--- config.mk ---
export PLATFORM = sky130hd
export DESIGN_NAME = ctrl_fsm_param_flat
export DESIGN_NICKNAME = d
export VERILOG_FILES = /design/src/rtl/ctrl_fsm_param_if.sv /design/src/rtl/ctrl_fsm_param.sv /design/src/flat_wrapper.sv
export SDC_FILE = /design/constraint.sdc
export NUM_CORES = 1
export LEC_CHECK = 0
export CELL_PAD_IN_SITES_DETAIL_PLACEMENT = 0
export CELL_PAD_IN_SITES_GLOBAL_PLACEMENT = 2
export CORE_MARGIN = 2
export CORE_UTILIZATION = 35
export CTS_BUF_LIST = sky130_fd_sc_hd__clkbuf_4 sky130_fd_sc_hd__clkbuf_8
export CTS_CLUSTER_SIZE = 8
export DETAILED_ROUTE_END_ITERATION = 10
export DONT_BUFFER_PORTS = 1
export PLACE_DENSITY = 0.93
export SYNTH_ARGS = -nofsm -noshare
export SYNTH_HDL_FRONTEND = slang
export SYNTH_SLANG_ARGS = --single-unit
--- constraint.sdc ---
create_clock -name clk -period 2.8 [get_ports clk]
set_input_delay 0.7 -clock clk [delete_from_list [all_inputs] [get_ports clk]]
set_output_delay 0.7 -clock clk [all_outputs]
set_load 0.05 [all_outputs]
--- src/rtl/ctrl_fsm_param_if.sv ---
// Control-unit interface: sequencing inputs from the IR/flags side and the
// enable/select outputs that steer the accumulator datapath.
interface ctrl_fsm_param_if #(
    parameter int OPW  = 6,
    parameter int NREG = 4
);
    localparam int ENW = 8 + NREG;

    logic            start;
    logic [OPW-1:0]  instruction;
    logic            z;
    logic            alu_done;
    logic [2:0]      alu_op;
    logic [ENW-1:0]  write_en;
    logic [ENW-1:0]  inc_en;
    logic [ENW-1:0]  clr_en;
    logic [4:0]      read_en;
    logic            busy;
    logic            end_process;
    logic            illegal_op;

    // Control unit side: consumes opcode/flags, drives datapath enables.
    modport master (
        input  start, instruction, z, alu_done,
        output alu_op, write_en, inc_en, clr_en, read_en,
               busy, end_process, illegal_op
    );

    // Datapath side: supplies opcode/flags, consumes enables.
    modport slave (
        output start, instruction, z, alu_done,
        input  alu_op, write_en, inc_en, clr_en, read_en,
               busy, end_process, illegal_op
    );
endinterface

--- src/rtl/ctrl_fsm_param.sv ---
// Multicycle control unit for the accumulator datapath.
// Sequences fetch/decode/execute and drives one-hot enables plus the bus
// source select. Register-file depth and data-memory read latency are
// parameters; multiply waits on an external ALU handshake.
//
//   state      | meaning
//   -----------+-----------------------------------------------------
//   S_IDLE     | after reset, waiting for start
//   S_INIT     | clear PC and AR
//   S_FETCH    | IM -> IR
//   S_DECODE   | latch opcode, dispatch or trap
//   S_EXEC_A   | first (usually only) execute cycle
//   S_EXEC_B   | second execute cycle of STAC
//   S_MEM_WAIT | DM read in flight, MEM_LAT cycles
//   S_ALU_WAIT | multiply in flight, until alu_done
//   S_HALT     | program ended or trapped, waiting for start
module ctrl_fsm_param #(
    parameter int OPW     = 6,
    parameter int NREG    = 4,
    parameter int MEM_LAT = 1
) (
    input  logic             clk,
    input  logic             rst_n,
    ctrl_fsm_param_if.master bus
);

    localparam int ENW = 8 + NREG;

    // Enable bit positions; bit 0 is never driven.
    localparam int B_PC  = 1;
    localparam int B_AR  = 2;
    localparam int B_IR  = 3;
    localparam int B_AC  = 4;
    localparam int B_R   = 5;
    localparam int B_DM  = 6;
    localparam int B_ALU = 7;
    localparam int B_R0  = 8;

    // Bus source codes.
    localparam logic [4:0] RD_NONE = 5'd0;
    localparam logic [4:0] RD_IR   = 5'd4;
    localparam logic [4:0] RD_AC   = 5'd5;
    localparam logic [4:0] RD_R    = 5'd6;
    localparam logic [4:0] RD_DM   = 5'd12;
    localparam logic [4:0] RD_IM   = 5'd13;

    // ALU operation codes.
    localparam logic [2:0] ALU_NONE = 3'd0;
    localparam logic [2:0] ALU_ADD  = 3'd1;
    localparam logic [2:0] ALU_SUB  = 3'd2;
    localparam logic [2:0] ALU_MUL  = 3'd3;
    localparam logic [2:0] ALU_LSH  = 3'd4;

    // Opcodes with fixed encodings; register moves are decoded by range.
    localparam logic [OPW-1:0] OP_NOP    = OPW'(0);
    localparam logic [OPW-1:0] OP_LDAC   = OPW'(1);
    localparam logic [OPW-1:0] OP_LDIAC  = OPW'(2);
    localparam logic [OPW-1:0] OP_STAC   = OPW'(3);
    localparam logic [OPW-1:0] OP_MVACR  = OPW'(4);
    localparam logic [OPW-1:0] OP_MVACAR = OPW'(5);
    localparam logic [OPW-1:0] OP_ADD    = OPW'(6);
    localparam logic [OPW-1:0] OP_SUB    = OPW'(7);
    localparam logic [OPW-1:0] OP_MUL    = OPW'(8);
    localparam logic [OPW-1:0] OP_LSHIFT = OPW'(9);
    localparam logic [OPW-1:0] OP_INAC   = OPW'(10);
    localparam logic [OPW-1:0] OP_CLAC   = OPW'(11);
    localparam logic [OPW-1:0] OP_JPNZ   = OPW'(12);
    localparam logic [OPW-1:0] OP_JMPZ   = OPW'(13);
    localparam logic [OPW-1:0] OP_END    = OPW'(14);

    // Wait counter reload: counts down to zero, last read cycle at zero.
    localparam logic [1:0] LAT_LOAD = 2'(MEM_LAT - 1);

    typedef enum logic [3:0] {
        S_IDLE,
        S_INIT,
        S_FETCH,
        S_DECODE,
        S_EXEC_A,
        S_EXEC_B,
        S_MEM_WAIT,
        S_ALU_WAIT,
        S_HALT
    } state_t;

    state_t          state;
    logic [OPW-1:0]  op_q;
    logic [1:0]      wait_cnt;
    logic            ill_q;

    // Opcode legality: fixed ops 0..14, plus register moves for existing Rk.
    function automatic logic op_legal(input logic [OPW-1:0] op);
        int v;
        v = int'(op);
        return (v < 15) ||
               ((v >= 16) && (v < 16 + NREG)) ||
               ((v >= 32) && (v < 32 + NREG));
    endfunction

    // State sequencing, opcode latch, memory wait counter and trap flag.
    always_ff @(posedge clk or negedge rst_n) begin
        if (!rst_n) begin
            state    <= S_IDLE;
            op_q     <= '0;
            wait_cnt <= '0;
            ill_q    <= 1'b0;
        end else begin
            case (state)
                S_IDLE: begin
                    if (bus.start) state <= S_INIT;
                end
                S_INIT: begin
                    state <= S_FETCH;
                end
                S_FETCH: begin
                    state <= S_DECODE;
                end
                S_DECODE: begin
                    op_q <= bus.instruction;
                    if (!op_legal(bus.instruction)) begin
                        ill_q <= 1'b1;
                        state <= S_HALT;
                    end else if (bus.instruction == OP_MUL) begin
                        state <= S_ALU_WAIT;
                    end else begin
                        state <= S_EXEC_A;
                    end
                end
                S_EXEC_A: begin
                    case (op_q)
                        OP_LDAC, OP_LDIAC: begin
                            wait_cnt <= LAT_LOAD;
                            state    <= S_MEM_WAIT;
                        end
                        OP_STAC: state <= S_EXEC_B;
                        OP_END:  state <= S_HALT;
                        default: state <= S_FETCH;
                    endcase
                end
                S_EXEC_B: begin
                    state <= S_FETCH;
                end
                S_MEM_WAIT: begin
                    if (wait_cnt == 2'd0) begin
                        state <= S_FETCH;
                    end else begin
                        wait_cnt <= wait_cnt - 2'd1;
                    end
                end
                S_ALU_WAIT: begin
                    if (bus.alu_done) state <= S_FETCH;
                end
                S_HALT: begin
                    if (bus.start) begin
                        ill_q <= 1'b0;
                        state <= S_INIT;
                    end
                end
                default: begin
                    state <= S_IDLE;
                end
            endcase
        end
    end

    // Enable decode from registered state and latched opcode. The jump
    // condition (z) and the multiply completion (alu_done) qualify the
    // current cycle directly, so these are decoded rather than registered.
    always_comb begin
        bus.alu_op   = ALU_NONE;
        bus.read_en  = RD_NONE;
        bus.write_en = '0;
        bus.inc_en   = '0;
        bus.clr_en   = '0;
        case (state)
            S_INIT: begin
                bus.clr_en[B_PC] = 1'b1;
                bus.clr_en[B_AR] = 1'b1;
            end
            S_FETCH: begin
                bus.read_en        = RD_IM;
                bus.write_en[B_IR] = 1'b1;
            end
            S_EXEC_A: begin
                case (op_q)
                    OP_NOP: begin
                        bus.inc_en[B_PC] = 1'b1;
                    end
                    OP_LDAC: begin
                        bus.read_en        = RD_AC;
                        bus.write_en[B_AR] = 1'b1;
                    end
                    OP_LDIAC: begin
                        bus.read_en        = RD_IR;
                        bus.write_en[B_AR] = 1'b1;
                    end
                    OP_STAC: begin
                        bus.read_en = RD_AC;
                    end
                    OP_MVACR: begin
                        bus.read_en        = RD_AC;
                        bus.write_en[B_R]  = 1'b1;
                        bus.inc_en[B_PC]   = 1'b1;
                    end
                    OP_MVACAR: begin
                        bus.read_en        = RD_AC;
                        bus.write_en[B_AR] = 1'b1;
                        bus.inc_en[B_PC]   = 1'b1;
                    end
                    OP_ADD, OP_SUB, OP_LSHIFT: begin
                        bus.alu_op          = (op_q == OP_ADD) ? ALU_ADD :
                                              (op_q == OP_SUB) ? ALU_SUB : ALU_LSH;
                        bus.write_en[B_ALU] = 1'b1;
                        bus.inc_en[B_PC]    = 1'b1;
                    end
                    OP_INAC: begin
                        bus.inc_en[B_AC] = 1'b1;
                        bus.inc_en[B_PC] = 1'b1;
                    end
                    OP_CLAC: begin
                        bus.clr_en[B_AC] = 1'b1;
                        bus.inc_en[B_PC] = 1'b1;
                    end
                    OP_JPNZ, OP_JMPZ: begin
                        // Taken jump loads PC from IR and skips the increment.
                        if ((op_q == OP_JPNZ) ? !bus.z : bus.z) begin
                            bus.read_en        = RD_IR;
                            bus.write_en[B_PC] = 1'b1;
                        end else begin
                            bus.inc_en[B_PC] = 1'b1;
                        end
                    end
                    OP_END: begin
                    end
                    default: begin
                        for (int i = 0; i < NREG; i++) begin
                            if (op_q == OPW'(16 + i)) begin
                                bus.read_en           = RD_AC;
                                bus.write_en[B_R0 + i] = 1'b1;
                                bus.inc_en[B_PC]      = 1'b1;
                            end
                            if (op_q == OPW'(32 + i)) begin
                                bus.read_en        = 5'(16 + i);
                                bus.write_en[B_AC] = 1'b1;
                                bus.inc_en[B_PC]   = 1'b1;
                            end
                        end
                    end
                endcase
            end
            S_EXEC_B: begin
                bus.read_en        = RD_AC;
                bus.write_en[B_DM] = 1'b1;
                bus.inc_en[B_PC]   = 1'b1;
            end
            S_MEM_WAIT: begin
                bus.read_en = RD_DM;
                if (wait_cnt == 2'd0) begin
                    bus.write_en[B_AC] = 1'b1;
                    bus.inc_en[B_PC]   = 1'b1;
                end
            end
            S_ALU_WAIT: begin
                bus.alu_op = ALU_MUL;
                if (bus.alu_done) begin
                    bus.write_en[B_ALU] = 1'b1;
                    bus.inc_en[B_PC]    = 1'b1;
                end
            end
            default: begin
            end
        endcase
    end

    // Status outputs decoded from the state register and trap flag.
    assign bus.busy        = (state != S_IDLE) && (state != S_HALT);
    assign bus.end_process = (state == S_HALT);
    assign bus.illegal_op  = ill_q;

endmodule

--- src/flat_wrapper.sv ---
// flat-port wrapper written by rule: the top's interface ports become plain ports
module ctrl_fsm_param_flat 
#(
    parameter int OPW     = 6,
    parameter int NREG    = 4,
    parameter int MEM_LAT = 1
)
  (clk, rst_n, bus_start, bus_instruction, bus_z, bus_alu_done, bus_alu_op, bus_write_en, bus_inc_en, bus_clr_en, bus_read_en, bus_busy, bus_end_process, bus_illegal_op);
  ctrl_fsm_param_if #(.OPW(OPW), .NREG(NREG)) bus_i ();
  input  logic clk;
  input  logic rst_n;
  input wire logic [$bits(bus_i.start)-1:0] bus_start;
  input wire logic [$bits(bus_i.instruction)-1:0] bus_instruction;
  input wire logic [$bits(bus_i.z)-1:0] bus_z;
  input wire logic [$bits(bus_i.alu_done)-1:0] bus_alu_done;
  output wire logic [$bits(bus_i.alu_op)-1:0] bus_alu_op;
  output wire logic [$bits(bus_i.write_en)-1:0] bus_write_en;
  output wire logic [$bits(bus_i.inc_en)-1:0] bus_inc_en;
  output wire logic [$bits(bus_i.clr_en)-1:0] bus_clr_en;
  output wire logic [$bits(bus_i.read_en)-1:0] bus_read_en;
  output wire logic [$bits(bus_i.busy)-1:0] bus_busy;
  output wire logic [$bits(bus_i.end_process)-1:0] bus_end_process;
  output wire logic [$bits(bus_i.illegal_op)-1:0] bus_illegal_op;
  assign bus_i.start = bus_start;
  assign bus_i.instruction = bus_instruction;
  assign bus_i.z = bus_z;
  assign bus_i.alu_done = bus_alu_done;
  assign bus_alu_op = bus_i.alu_op;
  assign bus_write_en = bus_i.write_en;
  assign bus_inc_en = bus_i.inc_en;
  assign bus_clr_en = bus_i.clr_en;
  assign bus_read_en = bus_i.read_en;
  assign bus_busy = bus_i.busy;
  assign bus_end_process = bus_i.end_process;
  assign bus_illegal_op = bus_i.illegal_op;
  ctrl_fsm_param #(.OPW(OPW), .NREG(NREG), .MEM_LAT(MEM_LAT)) u_core (.clk(clk), .rst_n(rst_n), .bus(bus_i));
endmodule
After elaboration in Yosys (flattened, before gate mapping)

Index checks and enable logic that the tools add are counted.
W data, S select, Z words.

Bits in registers: 13
Latch bits: 0
RAM bits: 0
Memory bits (read-only): 0
Bits of input ports: 11
Output and inout bits: 47
Word-level logic and storage cells: 142
Memories kept: 0

Add/subtract/negate cells: 1
Multiply operators: 0
Divide/modulo/power cells: 0
$lt $le $gt $ge: 5
Equality and inequality tests: 38
Shift operators: 0
Multiplexer cells: 68
Bitwise logic cells: 0
Reductions and logical operators: 26

Operator list:

| operator             | count |
|---|---|
| $eq A6 B4 Y1 const B | 7 |
| $pmux W5 S4          | 2 |
| $mux W5              | 7 |
| $mux W1              | 34 |
| $pmux W4 S7          | 1 |
| $eq A6 B3 Y1 const B | 4 |
| $eq A6 B5 Y1 const B | 4 |
| $eq A6 B6 Y1 const B | 4 |
| $mux W4              | 6 |
| $eq A4 B3 Y1 const B | 4 |
| $mux W3              | 5 |
| $reduce_or A14 Y1    | 1 |
| $eq A6 B2 Y1 const B | 2 |
| $pmux W4 S3          | 1 |
| $mux W2              | 5 |
| $ne A2 B2 Y1 const B | 5 |
| $reduce_and A3 Y1    | 3 |
| $eq A4 B2 Y1 const B | 2 |
| $reduce_or A2 Y1     | 4 |
| $reduce_or A4 Y1     | 2 |
| $reduce_or A8 Y1     | 1 |
| $reduce_or A7 Y1     | 1 |
| $eq A6 B1 Y1 const B | 1 |
| $ge A6 B5 Y1 const B | 1 |
| other kinds (23)     | 31 |

Logic depth before layout (Yosys ltp)

Gate-level depths: netlist of the first run.

Depth in word-level cells: 11
Mapped depth: 7
Mapped depth without buffers: 6

Worst setup path after synthesis of the first run

Ideal clock, no wire load.

Kind: register -> output
Start: reg u_core.state[3]
End: out bus_read_en[2]
Arrival: 3.027 ns
Data required time: 2.100 ns
Slack: -0.927 ns
Cell stages (with the launch flop): 6
Buffers on the path: 1
Cells stage by stage: dfrtp_1 or4b_1 buf_2 nor4_2 nor2_1 a21oi_1

Cells in the longest elaborated chain, start to end: 2
Elaborated cells between the ends (all ways): 5
Those cells by class: 4 x eq/ne; 1 x mux

Ends and longest elaborated chain:

| item                                                | RTL line              | source |
|---|---|---|
| start: declaration                                  | ctrl_fsm_param.sv:86  | `state_t state;` |
| start signal: assignment                            | ctrl_fsm_param.sv:103 | `state <= S_IDLE;` |
| start signal: assignment                            | ctrl_fsm_param.sv:110 | `if (bus.start) state <= S_INIT;` |
| start signal: assignment                            | ctrl_fsm_param.sv:113 | `state <= S_FETCH;` |
| $eq A4 B3 Y1 / $eq A4 B2 Y1 (equally long branches) | ctrl_fsm_param.sv:175 | `case (state)` |
| $pmux W5 S4 *                                       | ctrl_fsm_param.sv:175 |  |
| end: declaration                                    | flat_wrapper.sv:20    | `output wire logic [$bits(bus_i.read_en)-1:0] bus_read_en;` |

Every way passes the cells marked *; elsewhere a longest branch is shown, timed or not.

Worst setup path in the final report of the first run

Start: reg u_core.state[0]
End: out bus_write_en[10]

Cells in the longest elaborated chain, start to end: 2

Ends and longest elaborated chain:

| item             | RTL line              | source |
|---|---|---|
| $eq A4 B3 Y1     | ctrl_fsm_param.sv:175 |  |
| $mux W4          | ctrl_fsm_param.sv:175 |  |
| end: declaration | flat_wrapper.sv:17    | `output wire logic [$bits(bus_i.write_en)-1:0] bus_write_en;` |

No other way between the ends.

==> metrics, run 1 <==
die area 4389 sq um; setup repair bufs after CTS 0; antenna violations before repair 0; GRT Total Usage 17.52%; outcome finished clean; setup tns final 0 ns; Die Span X 66.25 um; port bufs 0; asr flop ratio synth 100.0%; power per cell area 1202 nW/um^2; Yosys reg bits 13; FF/Latch Area 325.3 sq um; crit path DAT 2.01 ns; Cell variety after synth 48; RD Place Congestion 0.8002; Post-synth EDFFs 0; Starting Density 36.77%; Clk pin slew, worst setup/hold paths 0.06 ns; CTS Buf Count 3; Synth Area per Inst 7.577 sq um; setup ws final 0.08557 ns; crit start category flop; final count of pins violating max slew 0; fin nets 213; largest net degree at the start of global routing 19; yosys warns 0; Req. time, crit path 2.10 ns; ranking of synthesized cells by area dfrtp_1 24%, buf_4 12%, nor2_1 6.4%, mux2_2 5.8%, o21ai_0 4.1%; number of diodes 0; Final Cell Area 1695 sq um; CP top delay family simple AND/OR/NAND/NOR gates; Ports 58; Die Y 66.25 um; share of the synthesized area in the top cell type 23.99%; gr ovfl total 0; Syn-to-layout area delta 25.00%; Worst path most repeated cell nor2_1; via count 1324; routed wire length 3.530 mm; final worst-path cycle share 96.94%; post-CTS resize count 1; CTS tree yes; critical-path maximum fanout 7; htree depth 1; Max-Cap Viols 0; Cells after Synth 179; CP cell instances or4b_4, nor2_1, nand3_1, nor2_1, buf_4; CP peak stage delay 0.62 ns; Setup Slack @ Placement 0.2236 ns; CTS root buffer clkbuf_8; Primary FF master, synth dfrtp_1; Placed Area 1635 sq um; Worst Hold Class primary input to asynchronous set/reset pin; Multi-input gate area 939.7 sq um; Sink Count 13; Skew-Pair Late Insertion Delay 0.25 ns; final hold violation count 0; RSZ-0062 raised after global routing no; sequential-to-total area share from yosys stat 23.99%; Slew HR 55.87%; clk buf depth 2; Layout Skew 0.002287 ns; Final ANT Viol Nets 0; CTS Hold Buffers Added 0; first-pass GRT wire length 5.823 mm; DR pass1 iterations 4; Crit path buffers/inverters 1; Starting DRT DRC Count 77; hpwl dp 2.756 mm; Post-Syn Area 1356 sq um; Worst Max-Slew Pin Slew 0.6583 ns; Filler cells 387; Max IR drop VDD 0.0006767 V; P_leak 0.7183 nW; Fmax 368.4 MHz; core area 3689 sq um; share of post-route cells with drive strength above 1 29.50%; DRC errors left 0; Total Power 2.039 mW; top cell type by total area after synthesis dfrtp_1; Critical Path Sink Type output port; crit path time final 2.714 ns; Vias/cell 5.339; vias in the first global route 1221; # setup viols final 0; Cell Rows 22; per-cell routed wire length 14.23 um; slowest stage cell, crit path or4b_4; WS Path Type flop to output port
[placed cells by master (no fill, tap or decap), types with 3 or more instances in the layout]
cell      count
nand2b_1      7
nand2_1      12
clkbuf_8      3
o21ai_0       8
a21oi_1       6
buf_12        5
nor2_1       23
a31oi_1       4
inv_1         6
mux2_2        7
nor3_2        4
buf_4        25
conb_1       20
nor3_1        6
dfrtp_1      13
[synthesized netlist by cell type (3+ instances only)]
library cell  number
inv_1              6
nand2b_1           7
dfrtp_1           13
buf_4             21
o21ai_0           11
mux2_2             7
buf_2              3
nor2_1            23
a31oi_1            4
clkbuf_1           9
nor3_1            10
nand2_1           12
a21oi_1            7
[metrics by stage]
step	util, %	hold WS (ns)	cells
after detailed placement	44.34	0.4049	244
after global routing	45.96	0.1322	248
final	45.96	0.1408	248
after floorplan	-	0.4044	198
after CTS	45.76	0.1393	248
after global placement	44.34	0.4049	244
[per-layer routing]
layer  global-route usage, %  wire length, um
met4                   7.398               63
met5                       0                0
met2                   28.25             1726
met3                   4.940              251
met1                   21.70             1488
[final cells by class]
| class | instances | area share [%] |
|---|---|---|
| multi-input combinational | 146 | 55.42 |
| clock buffer | 4 | 2.878 |
| inverter | 6 | 1.328 |
| sequential | 13 | 19.19 |
| timing repair buffer | 31 | 17.64 |
| tap | 48 | 3.542 |
[flip-flops by register name, summed over array words and instances, names as in the netlist]
signal and flops:
u_core.state 4, u_core.bus.illegal_op 1, u_core.wait_cnt 2, u_core.op_q 6
[logic make-up (layout without fill, tap and decap cells)]
kind of cell / Yosys count / count (layout) / synth area share, %
simple gates: 76 / 76 / 31.09
buf+inv: 39 / 41 / 16.88
compound gates: 37 / 37 / 17.62
flops: 13 / 13 / 23.99
mux: 9 / 9 / 7.288
xor+xnor: 3 / 3 / 1.938
fa+ha+maj: 1 / 1 / 0.9224
other cells: 1 / 20 / 0.2765
[worst paths after layout]
check | startpoint | to | slack, ns | depth (start not counted)
max | u_core.state[0] | bus_write_en[10] | 0.09 | 5
min | rst_n | u_core.state[2] | 0.14 | 0
max reg2reg | u_core.state[0] | u_core.wait_cnt[0] | 0.95 | 5
min reg2reg | u_core.wait_cnt[1] | u_core.wait_cnt[1] | 0.51 | 1
max in group asynchronous | rst_n | u_core.op_q[2] | 2.59 | 0
min in group clk | u_core.wait_cnt[1] | u_core.wait_cnt[1] | 0.51 | 1
[report_power, final]
group | total [mW] | internal, mW | switching (mW)
sequential | 0.362 | 0.263 | 0.0987
clock | 0.182 | 0.111 | 0.0714
combinational | 1.49 | 0.546 | 0.949
Power figures use the tool's default switching activity.
==> run 2, diff against run 1 <==
Settings changed: CTS_BUF_LIST sky130_fd_sc_hd__clkbuf_4 sky130_fd_sc_hd__clkbuf_8 to sky130_fd_sc_hd__clkbuf_8.
==> run 2 against run 1 <==
Compared with the run above:
- core utilization is 0.068 points higher
- total power is 0.33% lower
- non-clock buffer count stayed put
- critical path type unchanged
- count of clock-buffer cells in the layout is 1 lower
==> metrics, run 2 (synthesis gave the netlist of run 1 again) <==
RD Place Congestion 0.8002 (unchanged); crit path time final 2.720 ns (+0.005921 ns); Worst path most repeated cell nor2_1; first-pass GRT wire length 5.906 mm (+1.4%); Starting Density 36.77% (unchanged); largest net degree at the start of global routing 19 (unchanged); Final ANT Viol Nets 0 (unchanged); vias in the first global route 1239 (+1.5%); port bufs 0 (unchanged); htree depth 1 (unchanged); Layout Skew 0.002559 ns (+0.0002723 ns); setup repair bufs after CTS 0 (unchanged); CTS Hold Buffers Added 0 (unchanged); clk buf depth 2 (unchanged); power per cell area 1197 nW/um^2 (-0.47%); WS Path Type flop to output port; GRT Total Usage 17.73% (+0.21 points); slowest stage cell, crit path or4b_4; CTS root buffer clkbuf_8; RSZ-0062 raised after global routing no; CP cell instances or4b_4, nor2_1, nand3_1, nor2_1, buf_4; Regs by FF count u_core.op_q (6), u_core.state (4), u_core.wait_cnt (2); Total Power 2.032 mW (-0.33%); Cell Rows 22 (unchanged); most frequent cells in the layout 25 x buf_4, 23 x nor2_1, 20 x conb_1; crit start category flop; Worst Max-Slew Pin Slew 0.6510 ns (-0.007262 ns); crit path DAT 2.02 ns (about the same); most common cell after layout, fill and taps aside buf_4; Clk pin slew, worst setup/hold paths 0.06 ns (about the same); per-cell routed wire length 14.40 um (+1.2%); Req. time, crit path 2.10 ns (about the same); Critical Path Sink Type output port; highest routed layer met4; met3 wire length 242 um (-3.6%); Worst Hold Class primary input to asynchronous set/reset pin; Die Span X 66.25 um (unchanged); final worst-path cycle share 97.16% (+0.21 points); Syn-to-layout area delta 25.18%; Sink Count 13 (unchanged); fin nets 213 (unchanged); antenna violations before repair 0 (unchanged); Fmax 367.6 MHz (-0.22%); CP peak stage delay 0.63 ns (about the same); Slew HR 56.36% (+0.49 points); Met1 Routed Length 1.479 mm (-0.60%); Starting DRT DRC Count 77 (unchanged); Max IR drop VDD 0.0006782 V (+0.23%); DRC errors left 0 (unchanged); via count 1312 (-0.91%); outcome finished clean; number of diodes 0 (unchanged); DR pass1 iterations 5 (+1); routed wire length 3.571 mm (+1.2%); die area 4389 sq um (unchanged); Inst Count DP 244 (unchanged); final count of pins violating max slew 0 (unchanged); Max-Cap Viols 0 (unchanged); Ports 58 (unchanged); hpwl dp 2.756 mm (unchanged); critical-path maximum fanout 7 (unchanged); RR Startpoint u_core.state[1]; max FFs per register 6 (unchanged); r2r setup slk 0.94 ns (about the same); reg2reg end u_core.wait_cnt[0]; share of post-route cells with drive strength above 1 30.00% (+0.50 points); Final Non-Filler Cells 248 (unchanged); Vias/cell 5.290 (-0.91%); register with the highest flop count u_core.op_q; Skew-Pair Late Insertion Delay 0.25 ns (about the same); CTS Buf Count 3 (unchanged); cells on worst reg2reg path 5 (unchanged); met2 WL post-DR 1.785 mm (+3.4%); Die Y 66.25 um (unchanged); final hold violation count 0 (unchanged); # setup viols final 0 (unchanged); gr ovfl total 0 (unchanged); CTS tree yes; P_leak 0.7178 nW (about the same); core area 3689 sq um (unchanged)
run 2: layout make-up:
type	count	area (sq um)
clock buffer	3	41.29
inverter	6	22.52
sequential	13	326.6
tap	48	60.06
multi-input combinational	146	944.7
clock inverter	1	3.754
fill	386	1991
timing repair buffer	31	299.0
run 2: stage by stage:
stage / hold WS, ns / TNS (ns) / setup WS (ns) / util [%] / cell area (sq um)
2_1_floorplan: 0.4044 / -0.2696 / -0.2587 / - / 1486
3_3_place_gp: 0.4049 / 0 / 0.2500 / 44.34 / 1635
3_5_place_dp: 0.4049 / 0 / 0.2236 / 44.34 / 1635
4_1_cts: 0.1393 / 0 / 0.04444 / 45.66 / 1684
5_1_grt: 0.1317 / 0 / 0.01531 / 46.03 / 1698
6_report: 0.1413 / 0 / 0.07965 / 46.03 / 1698
run 2: metal layers:
layer | vias up | track usage (%)
met1 | 625 | 21.91
met3 | 7 | 4.940
met4 | 0 | 7.398
met2 | 44 | 28.75
li1 | 636 | -
met5 | - | 0
run 2: power by group:
| group | internal, mW | total (mW) | switching [mW] |
|---|---|---|---|
| Clock | 0.0971 | 0.168 | 0.0712 |
| Sequential | 0.265 | 0.363 | 0.0979 |
| Combinational | 0.546 | 1.50 | 0.955 |
run 2: worst max-delay path: cells and delay by family (launching register included):
family	cells	cell delay (ns)
flops	1	0.37
buf+inv	1	0.23
simple gates	4	1.17
run 2: worst max path at each step:
stage / startpoint / to / cells after the start
after detailed placement: u_core.state[0] / bus_write_en[10] / 5
after floorplan: u_core.state[3] / bus_read_en[2] / 5
after global placement: u_core.state[0] / bus_read_en[2] / 5
after global routing: u_core.state[1] / bus_write_en[10] / 5
final: u_core.state[1] / bus_write_en[10] / 5
after CTS: u_core.op_q[5] / bus_read_en[2] / 5
run 2: timing repair:
| action | 4_1_cts | 5_1_grt |
|---|---|---|
| endpoints found under the setup margin | 9 | 3 |
| resized for setup | 1 | 4 |
| pin swaps | 0 | 2 |
==> run 3, diff against run 2 <==
Settings changed: BUFFER_PORTS_ARGS set to -buffer_cell sky130_fd_sc_hd__buf_2, CORE_UTILIZATION 35 to 26, DONT_BUFFER_PORTS 1 to not set, PLACE_DENSITY 0.93 to 0.92.
==> run 3 against run 2 <==
Compared with the run above:
- combinational power fell by 4%
- sequential power fell by 2%
- worst setup slack got worse by 0.014 ns
- maximum frequency fell by 0.50%
- die area rose by 32%
- final area rose by 1.1%
- non-clock buffer count rose by 17
- sequential share of layout area fell by 0.28 points
- critical path depth did not move
- first-iteration DRC count rose by 34%
- highest routed layer unchanged
==> metrics, run 3 (synthesis gave the netlist of run 1 again) <==
number of diodes 0 (unchanged); Max-Cap Viols 0 (unchanged); final worst-path cycle share 97.65% (+0.49 points); Final Cell Area 1717 sq um (+1.1%); Skew-Pair Late Insertion Delay 0.25 ns (about the same); max FFs per register 6 (unchanged); antenna violations before repair 0 (unchanged); Layout Skew 0.0007160 ns (-0.001843 ns); fin nets 230 (+8.0%); power per cell area 1146 nW/um^2 (-4.3%); RD Place Congestion 0.7956 (-0.57%); largest net degree at the start of global routing 19 (unchanged); first-pass GRT wire length 6.279 mm (+6.3%); port bufs 37 (+37); Final ANT Viol Nets 0 (unchanged); Critical Path Sink Type output port; most common cell after layout, fill and taps aside buf_2; final count of pins violating max slew 0 (unchanged); # setup viols final 0 (unchanged); gr ovfl total 0 (unchanged); Starting Density 26.73% (-10 points); Req. time, crit path 2.10 ns (about the same); setup repair bufs after CTS 0 (unchanged); most frequent cells in the layout 25 x buf_2, 23 x nor2_1, 20 x conb_1; Worst Max-Slew Pin Slew 0.6747 ns (+0.02364 ns); DR pass1 iterations 4 (-1); via count 1348 (+2.7%); routed wire length 3.714 mm (+4.0%); RSZ-0062 raised after global routing yes; Comb pwr share 73.3% (-0.6 points); CTS Hold Buffers Added 0 (unchanged); NetSw 1.128 mW (+0.31%); P_leak 0.7715 nW (+7.5%); Die Span X 76.23 um (+15%); Slew HR 54.78% (-1.6 points); outcome finished clean; Sw Share 57.34% (+2.0 points); crit path time final 2.734 ns (+0.01373 ns); Seq pwr share 18.0% (+0.2 points); Ports 58 (unchanged); Fmax 365.8 MHz (-0.50%); GRT Total Usage 13.00% (-4.7 points); setup tns final 0 ns (unchanged); htree depth 1 (unchanged); hpwl dp 2.843 mm (+3.2%); Die Y 76.23 um (+15%); WS Path Type flop to output port; Worst Hold Class primary input to asynchronous set/reset pin; final hold violation count 0 (unchanged); Syn-to-layout area delta 26.57%; core area 5075 sq um (+38%); Cell Rows 26 (+18%); Vias/cell 4.697 (-11%); Max IR drop VDD 0.0006536 V (-3.6%); Starting DRT DRC Count 103 (+34%); critical-path maximum fanout 7 (unchanged); DRC errors left 0 (unchanged); share of post-route cells with drive strength above 1 34.56% (+4.6 points); crit start category flop; per-cell routed wire length 12.94 um (-10%); clk buf depth 2 (unchanged); Placed Area 1629 sq um (-0.38%); Sink Count 13 (unchanged); Clk pin slew, worst setup/hold paths 0.06 ns (about the same); crit path DAT 2.03 ns (about the same); total internal power 0.8390 mW (-7.6%); register with the highest flop count u_core.op_q; CTS tree yes; clock power share 8.7% (+0.4 points); cells on worst reg2reg path 5 (unchanged); CTS root buffer clkbuf_8; Regs by FF count u_core.op_q (6), u_core.state (4), u_core.wait_cnt (2); CTS Buf Count 3 (unchanged); vias in the first global route 1225 (-1.1%); die area 5810 sq um (+32%)
==> run 3: cell count changes in the layout (fill, tap and decap cells not counted), sizes merged <==
cell    change
buf         +9
clkbuf      +8
==> run 3: critical path, cell delays in order, from the launching register on <==
cell	delay, ns
dfrtp_1	0.37
or4b_4	0.63
nor3_4	0.22
buf_4	0.17
a22o_1	0.13
buf_2	0.26
==> run 3: final cells by class <==
type | count | area (sq um)
clock buffer | 3 | 41.29
clock inverter | 1 | 3.754
fill | 556 | 3358
inverter | 6 | 22.52
multi-input combinational | 146 | 934.6
sequential | 13 | 325.3
tap | 70 | 87.58
timing repair buffer | 48 | 301.5
==> run 3: worst paths after layout <==
path	end	startpoint	slack [ns]
worst max register to register	u_core.wait_cnt[0]	u_core.state[0]	0.93
worst max-delay path	bus_write_en[7]	u_core.state[0]	0.07
max in group asynchronous	u_core.wait_cnt[0]	rst_n	2.25
min in group clk	u_core.wait_cnt[1]	u_core.wait_cnt[1]	0.51
worst min-delay path	u_core.op_q[0]	rst_n	0.33
worst min register to register	u_core.wait_cnt[1]	u_core.wait_cnt[1]	0.51
==> run 3: per-layer routing <==
layer / GRT usage (%) / wire [um] / up-vias
li1: - / - / 671
met1: 18.51 / 1732 / 627
met2: 19.73 / 1703 / 45
met3: 3.436 / 246 / 5
met4: 2.727 / 31 / 0
met5: 0 / 0 / -
==> run 3: power by group through the flow <==
stage | Clock, mW | Sequential [mW] | Combinational (mW)
final | 0.171 | 0.354 | 1.44
after detailed placement | 0 | 0.353 | 1.42
after floorplan | 0 | 0.334 | 1.13
after global routing | 0.184 | 0.368 | 1.56
after CTS | 0.175 | 0.353 | 1.42
after global placement | 0 | 0.351 | 1.42
==> run 3: what timing repair did <==
| action | in CTS | in global routing |
|---|---|---|
| resized for setup | 2 | 16 |
| pin swaps | 1 | 1 |
| setup endpoints to repair | 16 | 13 |
==> run 3: per-stage QoR <==
| stage | power (mW) | setup WS [ns] | hold slack, ns | utilization, % | cells |
|---|---|---|---|---|---|
| after detailed placement | 1.770 | 0.1193 | 0.4871 | 32.10 | 283 |
| after global routing | 2.116 | -0.01216 | 0.3471 | 33.83 | 287 |
| after global placement | 1.769 | 0.1188 | 0.4871 | 32.10 | 283 |
| final | 1.967 | 0.06592 | 0.3277 | 33.83 | 287 |
| after floorplan | 1.465 | -0.2587 | 0.4044 | - | 198 |
| after CTS | 1.951 | 0.03327 | 0.3369 | 33.11 | 287 |
